===== src/rtl/seq_multiply.sv =====
// Sequential unsigned shift-add multiplier: A/Q/M datapath, one partial-product bit per clock.
// Shares the start/busy/done handshake of the companion restoring divider.
module seq_multiply #(
  parameter int WIDTH = 8
) (
  input  logic                 clk,
  input  logic                 rst,
  input  logic                 start,
  input  logic [WIDTH-1:0]     multiplicand,
  input  logic [WIDTH-1:0]     multiplier,
  output logic                 busy,
  output logic                 done,
  output logic [2*WIDTH-1:0]   product
);

  localparam int CW = $clog2(WIDTH + 1);
  localparam logic [CW-1:0] LAST_COUNT = CW'(WIDTH - 1);

  typedef enum logic [1:0] {
    IDLE = 2'd0,
    RUN  = 2'd1,
    DONE = 2'd2
  } state_t;

  state_t               state_q, state_d;
  logic [WIDTH:0]       a_q, a_d;
  logic [WIDTH-1:0]     q_q, q_d;
  logic [WIDTH-1:0]     m_q, m_d;
  logic [CW-1:0]        count_q, count_d;
  logic [2*WIDTH-1:0]   product_q, product_d;
  logic                 busy_q, busy_d;
  logic                 done_q, done_d;

  logic [WIDTH:0]       sum_s;
  logic [WIDTH:0]       a_next_s;
  logic [WIDTH-1:0]     q_next_s;

  // Conditional add of M into A, keeping the carry in A[WIDTH].
  function automatic logic [WIDTH:0] partial_sum(input logic [WIDTH:0]   a,
                                                 input logic [WIDTH-1:0] m,
                                                 input logic             q0);
    logic [WIDTH:0] s;
    if (q0) begin
      s = a + {1'b0, m};
    end else begin
      s = a;
    end
    return s;
  endfunction

  // One iteration: {A,Q} <= {1'b0,sum,Q} >> 1.
  always_comb begin
    sum_s    = partial_sum(a_q, m_q, q_q[0]);
    a_next_s = {1'b0, sum_s[WIDTH:1]};
    q_next_s = {sum_s[0], q_q[WIDTH-1:1]};
  end

  // Next-state, datapath and registered-output decode.
  always_comb begin
    state_d   = state_q;
    a_d       = a_q;
    q_d       = q_q;
    m_d       = m_q;
    count_d   = count_q;
    product_d = product_q;

    case (state_q)
      IDLE: begin
        if (start) begin
          m_d     = multiplicand;
          q_d     = multiplier;
          a_d     = '0;
          count_d = '0;
          state_d = RUN;
        end else begin
          state_d = IDLE;
        end
      end
      RUN: begin
        a_d     = a_next_s;
        q_d     = q_next_s;
        count_d = count_q + CW'(1);
        if (count_q == LAST_COUNT) begin
          // Product is captured on the very edge that enters DONE.
          product_d = {a_next_s[WIDTH-1:0], q_next_s};
          state_d   = DONE;
        end else begin
          state_d   = RUN;
        end
      end
      DONE: begin
        state_d = IDLE;
      end
      default: begin
        state_d = IDLE;
      end
    endcase

    busy_d = (state_d != IDLE);
    done_d = (state_d == DONE);
  end

  // State, datapath and output registers with synchronous reset.
  always_ff @(posedge clk) begin
    if (rst) begin
      state_q   <= IDLE;
      a_q       <= '0;
      q_q       <= '0;
      m_q       <= '0;
      count_q   <= '0;
      product_q <= '0;
      busy_q    <= 1'b0;
      done_q    <= 1'b0;
    end else begin
      state_q   <= state_d;
      a_q       <= a_d;
      q_q       <= q_d;
      m_q       <= m_d;
      count_q   <= count_d;
      product_q <= product_d;
      busy_q    <= busy_d;
      done_q    <= done_d;
    end
  end

  assign busy    = busy_q;
  assign done    = done_q;
  assign product = product_q;

endmodule

===== config.mk =====
export PLATFORM = sky130hd
export DESIGN_NAME = seq_multiply
export DESIGN_NICKNAME = d
export VERILOG_FILES = /design/src/rtl/seq_multiply.sv
export SDC_FILE = /design/constraint.sdc
export NUM_CORES = 1
export LEC_CHECK = 0
export ABC_AREA = 1
export CAP_MARGIN = 20
export CORE_MARGIN = 1
export CORE_UTILIZATION = 48
export CTS_CLUSTER_DIAMETER = 120
export DETAILED_ROUTE_END_ITERATION = 16
export PLACE_DENSITY = 0.73
export SLEW_MARGIN = 20
export SYNTH_ARGS = -nofsm -noshare
export SYNTH_HDL_FRONTEND = slang
export SYNTH_SLANG_ARGS = --single-unit

===== constraint.sdc =====
create_clock -name clk -period 1.55 [get_ports clk]
set_input_delay 0.3875 -clock clk [delete_from_list [all_inputs] [get_ports clk]]
set_output_delay 0.3875 -clock clk [all_outputs]
set_load 0.01 [all_outputs]

==> impl_results.md, run 1 <==
* Status: complete, but fails checks
* Failing checks: setup timing
* Syn nets at about 340
* Initial Util at 0.5158
* Clk_lat worst skew at 0.31 ns
* Die height at 71.58 um
* Peak VDD IR at 0.0005761 V
* Synth Instances at about 300
* RD Place Congestion at 0.8433
* GRT Total Usage at 0.2302
* Final #Nets at slightly below 400
* Inserted Diodes at 0
* Slew headroom at 0.6697
* Skew final at around 0.0050 ns
* Largest net degree at the start of global routing at 31
* Routed wire length per instance at 13.91 um
* Critical path cell sequence: ha_4 -> inv_2 -> fa_2 -> inv_2 -> nand2_2 -> nand2_2 -> nand2_1 -> or2_4 -> nand3_2 -> nand3_2 -> a21oi_2
* Post-synthesis register bit count at 48
* Inserted Clock Buffers at 5
* Setup CP Type: flop to flop
* FP Rows at 24
* Final period util at 1.086
* Worst path buffer plus inverter count at 2
* CP endpoint kind: flop
* Leak pwr at 1.439 nW
* Buffers on Ports at 36
* Area Overhead vs Synth at 36.73%
* Detailed Route Iter0 Violations at 106
* Sequential area share after synthesis at 0.4136
* Worst Path Required at 1.80 ns
* Crit Path Max Fanout at 2
* Clk buf depth at 2
* Vias per std cell at 5.206
* Die span in x at 71.58 um
* Post-Syn Area at around 0.0023 mm^2
* Total power draw at ~2.9 mW
* Full die area at 0.005123 mm^2
* Compound-Gate Fraction of Synth Area at 0.1341
* Crit path largest cell delay at 0.36 ns
* Slew Viols, Final at 0
* Synth Area in Simple Gates at 0.3048
* First-pass GRT wire length at 9108 um
* Setup TNS Final at -0.7206 ns
* RSZ-0062 raised after global routing: yes
* YS warnings at 0
* Hold crit path type: flop to flop
* Vias at 2171
* Vias in the first global route at 2074
* Fmax at around 590 MHz
* Post-Synth XOR/XNOR Area at 0.003770
* Hold_buf cts at 0
* TritonCTS clock tree: yes
* Mux contribution to synthesized area at 0
* I/O pin cnt at 37
* Clock sinks at 48
* Core ar. at 0.004504 mm^2
* CP Launch Type: flop
* CTS Root Cell: clkbuf_8
* Slew of the pin with the lowest slew margin at 0.4948 ns
* Final setup fails at 9
* Netlist cell types at 34
* Dpl cell area at 0.002902 mm^2
* Detailed-route DRC error count at 0
* # Max-Cap Violations at 0
* Antenna Violating Nets Remaining at 0
* H-tree levels at 2
* Initial antenna violation count at 0
* Min Tclk post-route at 1.683 ns
* Hold slack at ~0.45 ns
* Finished layout cell area at 0.003177 mm^2
* Post-Route WL at 5801 um
* DP Wirelength at 3794 um
* Post-Synth Adder-Cell Area at 0.05708
* GR Overflow Total at 0
* First-pass iteration count of the detailed router at 5
* Clock transition at the registers of the reported paths at 0.09 ns
* Slowest library cell on the worst path: dfxtp_2
* Final WS setup at -0.1327 ns
* Critical Path AT at 1.93 ns
* Largest family of logic cells by synthesized area: simple AND/OR/NAND/NOR gates
* Crit path max-delay family: simple AND/OR/NAND/NOR gates
* Pre-CTS setup slack at -0.1382 ns
* Final hold vios at 0
* PD cells at 906.6 mW/mm^2
* Share of layout cells above drive strength 1 at 0.2603
* Syn avg cell area at about 7.6 um^2
==> cells in the final DEF, fill, tap and decap left out, types with 3 or more instances in the layout <==
cell type and instances:
a21oi_2 4, dfxtp_2 6, nand2_1 73, inv_1 23, nand3_2 11, dfxtp_1 42
buf_4 26, clkbuf_8 5, clkdlybuf4s50_1 18, ha_1 4, ha_4 5, a21oi_1 9
nand2_2 5, o21ai_2 7, nand3_1 20, nand3b_1 3, nor2_1 26, nor2_4 4
or2_2 5, inv_2 5, o21ai_0 19, dlygate4sd2_1 16, a31oi_1 7
==> synthesized netlist by cell type <==
cell	number	share of area
a21boi_0	1	0.0032
a21oi_1	13	0.028
a221oi_1	1	0.0038
a221oi_2	1	0.0065
a31oi_1	7	0.019
buf_2	4	0.0086
buf_4	1	0.0032
buf_6	2	0.0097
buf_8	1	0.0065
clkbuf_1	4	0.0065
clkinv_1	1	0.0016
dfxtp_1	48	0.41
fa_1	1	0.0086
ha_1	9	0.048
inv_1	25	0.040
inv_2	3	0.0048
inv_4	2	0.0054
nand2_1	78	0.13
nand2_8	1	0.0086
nand3_1	31	0.067
nand3b_1	3	0.0097
nor2_1	26	0.042
nor2_4	3	0.015
nor2_8	1	0.0086
nor3_4	1	0.0070
o211ai_1	1	0.0032
o21ai_0	20	0.043
o21ai_1	1	0.0022
o21ai_2	5	0.019
o221ai_1	1	0.0038
o22ai_1	1	0.0027
or2_0	1	0.0027
or2_2	7	0.019
xor2_1	1	0.0038
==> path summary, 6_finish.rpt <==
path	start	to	slack (ns)	cells after the start
worst max-delay path	a_q[0]	a_q[3]	-0.13	11
worst max register to register	a_q[0]	a_q[3]	-0.13	11
worst min register to register	count_q[0]	count_q[0]	0.45	1
worst min-delay path	count_q[0]	count_q[0]	0.45	1
==> cells by family (layout without fill, tap and decap cells) <==
| kind of cell | count (synthesis) | in the layout |
|---|---|---|
| xor+xnor | 1 | 1 |
| fa+ha+maj | 10 | 10 |
| buf+inv | 43 | 101 |
| compound gates | 52 | 52 |
| flops | 48 | 48 |
| simple gates | 152 | 153 |
==> area by class of cell <==
type,instances,area [um^2]
multi-input combinational,216,1333
fill,349,1328
sequential,48,968.4
timing repair buffer,63,560.5
inverter,31,121.4
clock buffer,5,68.82
tap,52,65.06
clock inverter,2,60.06
==> per-stage QoR <==
step,utilization,cells
detailed placement,0.6442,408
global route,0.7053,417
global placement,0.6442,408
floorplan,-,306
finish,0.7053,417
CTS,0.6719,415
==> sequential cells by signal (all words and copies together) (netlist names) <==
register,count
a_q,8
count_q,4
q_q,8
busy,1
product,16
done,1
m_q,8
state_q,2
==> what timing repair did <==
item | 4_1_cts | 5_1_grt
pin swaps | 6 | 10
gates resized for setup | 20 | 30
gates cloned | 0 | 1
setup buffers | 0 | 2
endpoints found under the setup margin | 27 | 19
==> report_power, final <==
part / total (mW) / leakage, nW / switching (mW) / internal, mW
Combinational: 0.477 / 0.980 / 0.252 / 0.224
Sequential: 1.34 / 0.394 / 0.0519 / 1.29
Clock: 1.06 / 0.0642 / 0.427 / 0.635
==> worst reg2reg max path, delay by kind of cell, from the launching register on <==
| family | cells | cell delay, ns |
|---|---|---|
| DFF | 1 | 0.36 |
| AOI/OAI and AO/OA | 1 | 0.11 |
| and+or+nand+nor | 6 | 0.57 |
| adders and majority gates | 2 | 0.49 |
| buffers and inverters | 2 | 0.09 |
==> metal layers <==
layer	wire length [um]	GRT usage	up-vias
li1	-	-	1114
met1	2670	0.2904	994
met2	2784	0.3810	52
met3	225	0.04923	11
met4	121	0.1024	0
met5	0	0	-
No activity file was read; power rests on OpenSTA's default activity.
==> inputs of run 2 (changes only) <==
CORE_UTILIZATION = 46   (was 48)
PLACE_DENSITY = 0.7   (was 0.73)
==> impl_results.md, run 2 (synthesis results as in run 1) <==
* Status: complete, but fails checks
* Failing checks: setup timing
* I/O pin cnt at 37
* Vias in the first global route at around 2100
* Full die area at ~0.0053 mm^2
* Detailed Route Iter0 Violations at 91
* Slew Viols, Final at 0
* CP Launch Type: flop
* Slew headroom at 0.8043
* Commonest cells after routing, fill and taps aside: 73 x nand2_1, 41 x dfxtp_1, 31 x buf_4
* Die span in x at between 70 and 80 um
* Initial antenna violation count at 0
* Filler cells at between 400 and 500
* Antenna Violating Nets Remaining at 0
* Placed Cells at about 430
* Largest net degree at the start of global routing at 31
* Peak VDD IR at 0.0005323 V
* # Max-Cap Violations at 0
* Hold_buf cts at 0
* Area Overhead vs Synth at 38.99%
* PD cells at 894.0 mW/mm^2
* Setup CP Type: flop to flop
* Reg2Reg Depth at 12
* First-pass iteration count of the detailed router at 4
* Post-Route WL at 5682 um
* Clk_lat worst skew at 0.31 ns
* Slew of the pin with the lowest slew margin at 0.2905 ns
* Detailed-route DRC error count at 0
* GR Overflow Total at 0
* Final #Nets at 398
* CTS Root Cell: clkbuf_8
* Routed wire length per instance at 13.03 um
* Final hold vios at 0
* GRT Total Usage at 0.2272
* Hold slack at 0.4588 ns
* Final setup fails at 8
* RSZ-0062 raised after global routing: yes
* CP endpoint kind: flop
* Share of layout cells above drive strength 1 at 0.2656
* Die height at around 73 um
* Dpl cell area at ~0.0030 mm^2
* Pre-CTS setup slack at -0.1334 ns
* Final period util at 1.120
* Finished layout cell area at 0.003229 mm^2
* Final WS setup at -0.1861 ns
* Multi-input logic area at 0.001328 mm^2
* WHS Path Cells at 1
* Initial Util at 0.4855
* Post-route insts no fill at 436
* Clock transition at the registers of the reported paths at 0.09 ns
* Min Tclk post-route at 1.736 ns
* Leak pwr at 1.464 nW
* Reg area at ~970 um^2
* FP Rows at 25
* Vias at 2187
* Critical Path AT at just under 2 ns
* Commonest non-fill, non-tap cell in the layout: nand2_1
* Core ar. at around 0.0048 mm^2
* Clk buf depth at 2
* Vias per std cell at about 5
* Worst Path Required at between 1.5 and 2 ns
* Number of flip-flops in the largest register at 16
* Fmax at 576.0 MHz
* Hold crit path type: flop to flop
* Skew final at 0.004687 ns
* Inserted Diodes at 0
* Inserted Clock Buffers at 5
* Buffers on Ports at 36
* Clock sinks at 48
* Crit Path Max Fanout at 2
* TritonCTS clock tree: yes
* DP Wirelength at 3810 um
* H-tree levels at 2
* RD Place Congestion at 0.8118
* First-pass GRT wire length at a little over 9000 um
[run 2: worst paths after layout]
check             start         end  slack (ns)
min reg2reg  count_q[0]  count_q[0]        0.46
max reg2reg      a_q[0]      a_q[7]       -0.19
min          count_q[0]  count_q[0]        0.46
max              a_q[0]      a_q[7]       -0.19
[run 2: metrics by stage]
stage	power [mW]	setup TNS [ns]	utilization
floorplan	1.619	-0.03192	-
global placement	1.791	-1.777	0.6165
finish	2.887	-1.176	0.6748
global route	3.014	-2.277	0.6748
detailed placement	1.799	-2.356	0.6165
CTS	2.859	-0.8496	0.6465
[run 2: report_power, final]
| part | internal [mW] | switching, mW |
|---|---|---|
| sequential | 1.29 | 0.0478 |
| combinational | 0.234 | 0.258 |
| clock | 0.635 | 0.422 |
| total | 2.16 | 0.728 |
[run 2: layer usage]
metal | track usage | vias up | wire length, um
li1 | - | 1121 | -
met1 | 0.2957 | 1011 | 2628
met2 | 0.3724 | 47 | 2757
met3 | 0.04696 | 8 | 191
met4 | 0.07843 | 0 | 105
met5 | 0 | - | 0
[run 2: cell type report]
class	count	share of cell area
Clock buffer	5	0.02131
Clock inverter	2	0.01860
Inverter	31	0.03758
Multi-Input combinational cell	215	0.4111
Sequential cell	48	0.3003
Tap cell	67	0.02596
Timing Repair Buffer	68	0.1852
[run 2: critical path: stages, from the launching register on]
cell	delay, ns
dfxtp_2	0.36
ha_4	0.14
inv_2	0.04
fa_2	0.34
inv_2	0.06
nand2_2	0.04
nand2_2	0.06
nand3b_1	0.15
nand2_1	0.13
nand2_1	0.07
nand3_2	0.08
nand3_2	0.07
a21oi_2	0.13
[run 2: what timing repair did]
| action | CTS | global route |
|---|---|---|
| gates resized for setup | 25 | 27 |
| cloned | 0 | 0 |
| endpoints found under the hold margin | 0 | 0 |
| setup endpoints to repair | 28 | 19 |
| pin swaps | 8 | 12 |
| setup buffers | 1 | 1 |
==> inputs of run 3 (changes only) <==
CORE_UTILIZATION = 48   (was 46)
PLACE_DENSITY = 0.73   (was 0.7)
==> results of run 3 <==
Same layout as run 1: the final DEF is identical, and so are final timing and power.
==> RTL edit 1, RTL diff (settings of run 1) <==
Register the output `product` once more, without a reset; this adds one clock of latency there. The other outputs are not delayed to match.
--- a/src/rtl/seq_multiply.sv
+++ b/src/rtl/seq_multiply.sv
@@ -125,6 +125,8 @@
 
   assign busy    = busy_q;
   assign done    = done_q;
-  assign product = product_q;
+  always_ff @(posedge clk) begin
+    product <= product_q;
+  end
 
 endmodule
Function: changed (a bounded check fails within 10 cycles, from zero or initial values and one cycle with rst high).
==> RTL edit 1 against run 1 <==
The flow still finishes with violations (negative setup slack). Cell area increased by 14%. Count of clock-buffer cells in the layout grew 5. Worst setup slack better by 43 ps. Global-route usage decreased by 1.8 points. Area after synthesis increased by 14%. Routed wire length up 1.2%. Sequential cell count up 16. Power increased by 26%. Sequential power increased by 29%. First-iteration DRC count shrank 14%. Critical endpoint is now product_q[11]. Highest routed layer unchanged.
==> RTL edit 1: results (changes against run 1) <==
Net count, final: 415 (+5.3%)
post-synthesis adder-cell area fraction: 4.99% (-0.72 points)
Worst-path clk slew: 70 ps (-20 ps)
outcome: finished, violations left
grt met1 use: 24.7% (-4.3 points)
Skew-Pair Late Insertion Delay: 350 ps (+40 ps)
most area-consuming cells after synthesis: dfxtp_1, nand2_1, nand3_1, inv_1, nor2_1
WL/cell: 12.7 um (-8.4%)
Max VDD drop: 0.735 mV (+28%)
met2 usage: 35.9% (-2.2 points)
Tot GR Track Use: 21.2% (-1.8 points)
met3 Usage GRT: 7.90% (+3.0 points)
failing checks: negative setup slack
Inst Count DP: 444 (+8.8%)
proportion of layout cells with a drive suffix above 1: 26.3% (+0.32 points)
largest net degree at the start of global routing: 27 (-13%)
post-synthesis cell type count: 36 (+5.9%)
hold path cells: 0 (-1)
Worst Min Path Start: product_q[8]
final setup vio count: 6 (-3)
WL met1: 2610 um (-2.2%)
PnR worst setup slack: -89.4 ps (+43.3 ps)
Synth top cells by count: nand2_1, dfxtp_1, inv_1, nor2_1, nand3_1
CTS Buf Count: 9 (+4)
via count: 2,262 (+4.2%)
TNS Setup: -436 ps (+284 ps)
==> RTL edit 1: cell count changes after synthesis, sizes merged, moves of 2 or more <==
cell	delta
a21oi	+3
a31oi	-5
clkbuf	-2
dfxtp	+16
inv	+6
nand2	-8
nand3	-3
nor2	+5
o21ai	-2
==> RTL edit 1: final cells by class <==
cell class	instances	area, um^2	area share [%]
Tap cell	70	87.6	2.42
Multi-Input combinational cell	210	1310	36.2
Timing Repair Buffer	65	593	16.4
Clock inverter	6	66.3	1.83
Clock buffer	10	138	3.80
Sequential cell	64	1290	35.6
Inverter	36	138	3.80
==> RTL edit 1: power breakdown <==
part	switching, mW	total (mW)	internal (mW)	leakage (nW)
Clock	0.677	1.47	0.788	0.0949
Sequential	0.0401	1.73	1.69	0.523
Combinational	0.224	0.435	0.211	0.984
Total	0.941	3.63	2.69	1.60
==> RTL edit 1: worst paths after layout <==
path	slack [ps]	endpoint
min reg2reg	350	product[8]
max	-90	product_q[11]
min	350	product[8]
max reg2reg	-90	product_q[11]
==> RTL edit 2, RTL diff (config.mk and constraints of run 1) <==
Made on the original files. `WIDTH`: 8 -> 32.
--- a/src/rtl/seq_multiply.sv
+++ b/src/rtl/seq_multiply.sv
@@ -1,7 +1,7 @@
 // Sequential unsigned shift-add multiplier: A/Q/M datapath, one partial-product bit per clock.
 // Shares the start/busy/done handshake of the companion restoring divider.
 module seq_multiply #(
-  parameter int WIDTH = 8
+  parameter int WIDTH = 32
 ) (
   input  logic                 clk,
   input  logic                 rst,
Interface: changed (resized multiplicand, multiplier and product); port bits go from 37 to 133. No check against the original RTL was run, so the function may have changed too.
==> RTL edit 2 against run 1 <==
Critical path depth rose by 1. The flow still finishes with violations (negative setup slack). Sequential cell count rose by 122. Power rose to 3.8 times the old value. Utilization rose by 3.9 points. Largest cell class unchanged. Routed wire length rose to 5.0 times the old value. Worst setup slack got worse by 250 ps. Area after synthesis rose to 3.9 times the old value. Final cell count rose to 4.4 times the old value. Cell area rose to 4.3 times the old value. Highest routed layer unchanged. Clock power rose to 4.0 times the old value. Hold slack improved by 7.3 ps. Combinational power rose to 4.0 times the old value.
==> RTL edit 2: results (changes against run 1) <==
post-synthesis cell type count: 37 (+8.8%)
Seq/Total Area, Yosys: 37.4% (-3.9 points)
proportion of layout cells with a drive suffix above 1: 30.7% (+4.6 points)
Crit Path Max Fanout: 3 (+1)
RePlAce Congestion: 0.906 (+7.4%)
largest net degree at the start of global routing: 66 (+110%)
filler instances: 1,428 (+310%)
Max VDD drop: 0.777 mV (+35%)
Leak: 6.54 nW (+350%)
outcome: finished, violations left
worst-margin pin slew: 549 ps (+53.9 ps)
failing checks: negative setup slack
worst setup path startpoint: m_q[0]
Net Count, Synth: 1,471 (+340%)
Largest register FFs: 64 (+48)
crit-path leading delay family: adder cells
clock skew: 15.5 ps (+10.5 ps)
Worst Min Path Start: product[38]
clk root buf: clkbuf_16
H-tree levels: 4 (+2)
final setup vio count: 97 (+88)
PnR worst setup slack: -386 ps (-253 ps)
Net count, final: 1,700 (+330%)
CTS Buf Count: 17 (+12)
vias in the first global route: 9,112 (+340%)
drt first pass iters: 7 (+2)
Tot GR Track Use: 28.6% (+5.5 points)
## RTL edit 2: changes by cell type in the layout (fill, tap and decap cells not counted), moves of 47 or more
cell                    run 1  this run
dlygate4sd2_1              16        66
nand2_1                    73       331
nand2_2                     5        67
dfxtp_1                    42       117
inv_1                      23       166
clkdlybuf4s50_1            18        65
buf_4                      26       100
nand3_1                    20        99
nor2_1                     26       122
## RTL edit 2: timing repair
action	in CTS	in global routing
buffers inserted	11	13
resized for setup	236	121
pin swaps	63	58
setup endpoints to repair	152	99
cloned	1	2
## RTL edit 2: layout make-up
cell class / instances / area (um^2) / share of cell area, %
multi-input combinational: 955 / 5950 / 43.7
sequential: 170 / 3470 / 25.5
timing repair buffer: 270 / 2610 / 19.2
inverter: 185 / 709 / 5.21
clock buffer: 17 / 425 / 3.13
tap: 229 / 287 / 2.11
clock inverter: 14 / 151 / 1.11
## RTL edit 2: power by group
group / switching [mW] / leakage [nW] / internal (mW) / total [mW]
registers: 0.145 / 1.41 / 4.54 / 4.68
logic: 0.993 / 4.85 / 0.934 / 1.93
clock network: 2.09 / 0.281 / 2.15 / 4.24
## RTL edit 2: final timing paths
path         cells after the start          end  slack, ps
max                             12      a_q[13]       -390
min                              2  product[38]        460
max reg2reg                     12      a_q[13]       -390
min reg2reg                      2  product[38]        460
## RTL edit 2: routing by layer
layer | up-vias | share of wire [%] | GRT usage [%]
li1 | 4795 | - | -
met1 | 4520 | 42 | 34.2
met2 | 312 | 49 | 49.2
met3 | 73 | 6.1 | 7.33
met4 | 0 | 3.0 | 10.4
met5 | - | 0 | 0
## RTL edit 2: worst reg2reg max path: stages, from the launching register on
cell,delay (ps)
dfxtp_2,340
ha_4,160
fa_2,360
buf_6,150
nand2_4,60
nand3_4,70
nand2_2,80
nand2_4,80
buf_6,140
xnor2_4,120
nand2_2,80
nand3_1,70
a21oi_1,60
## RTL edit 2: cell families (layout without fill, tap and decap cells)
| kind of cell | after synthesis | after routing | synth area share [%] |
|---|---|---|---|
| flops | 170 | 170 | 37.4 |
| compound gates | 185 | 185 | 12.7 |
| simple gates | 722 | 722 | 33.0 |
| fa+ha+maj | 34 | 34 | 4.76 |
| buf+inv | 245 | 486 | 10.8 |
| xor+xnor | 14 | 14 | 1.35 |
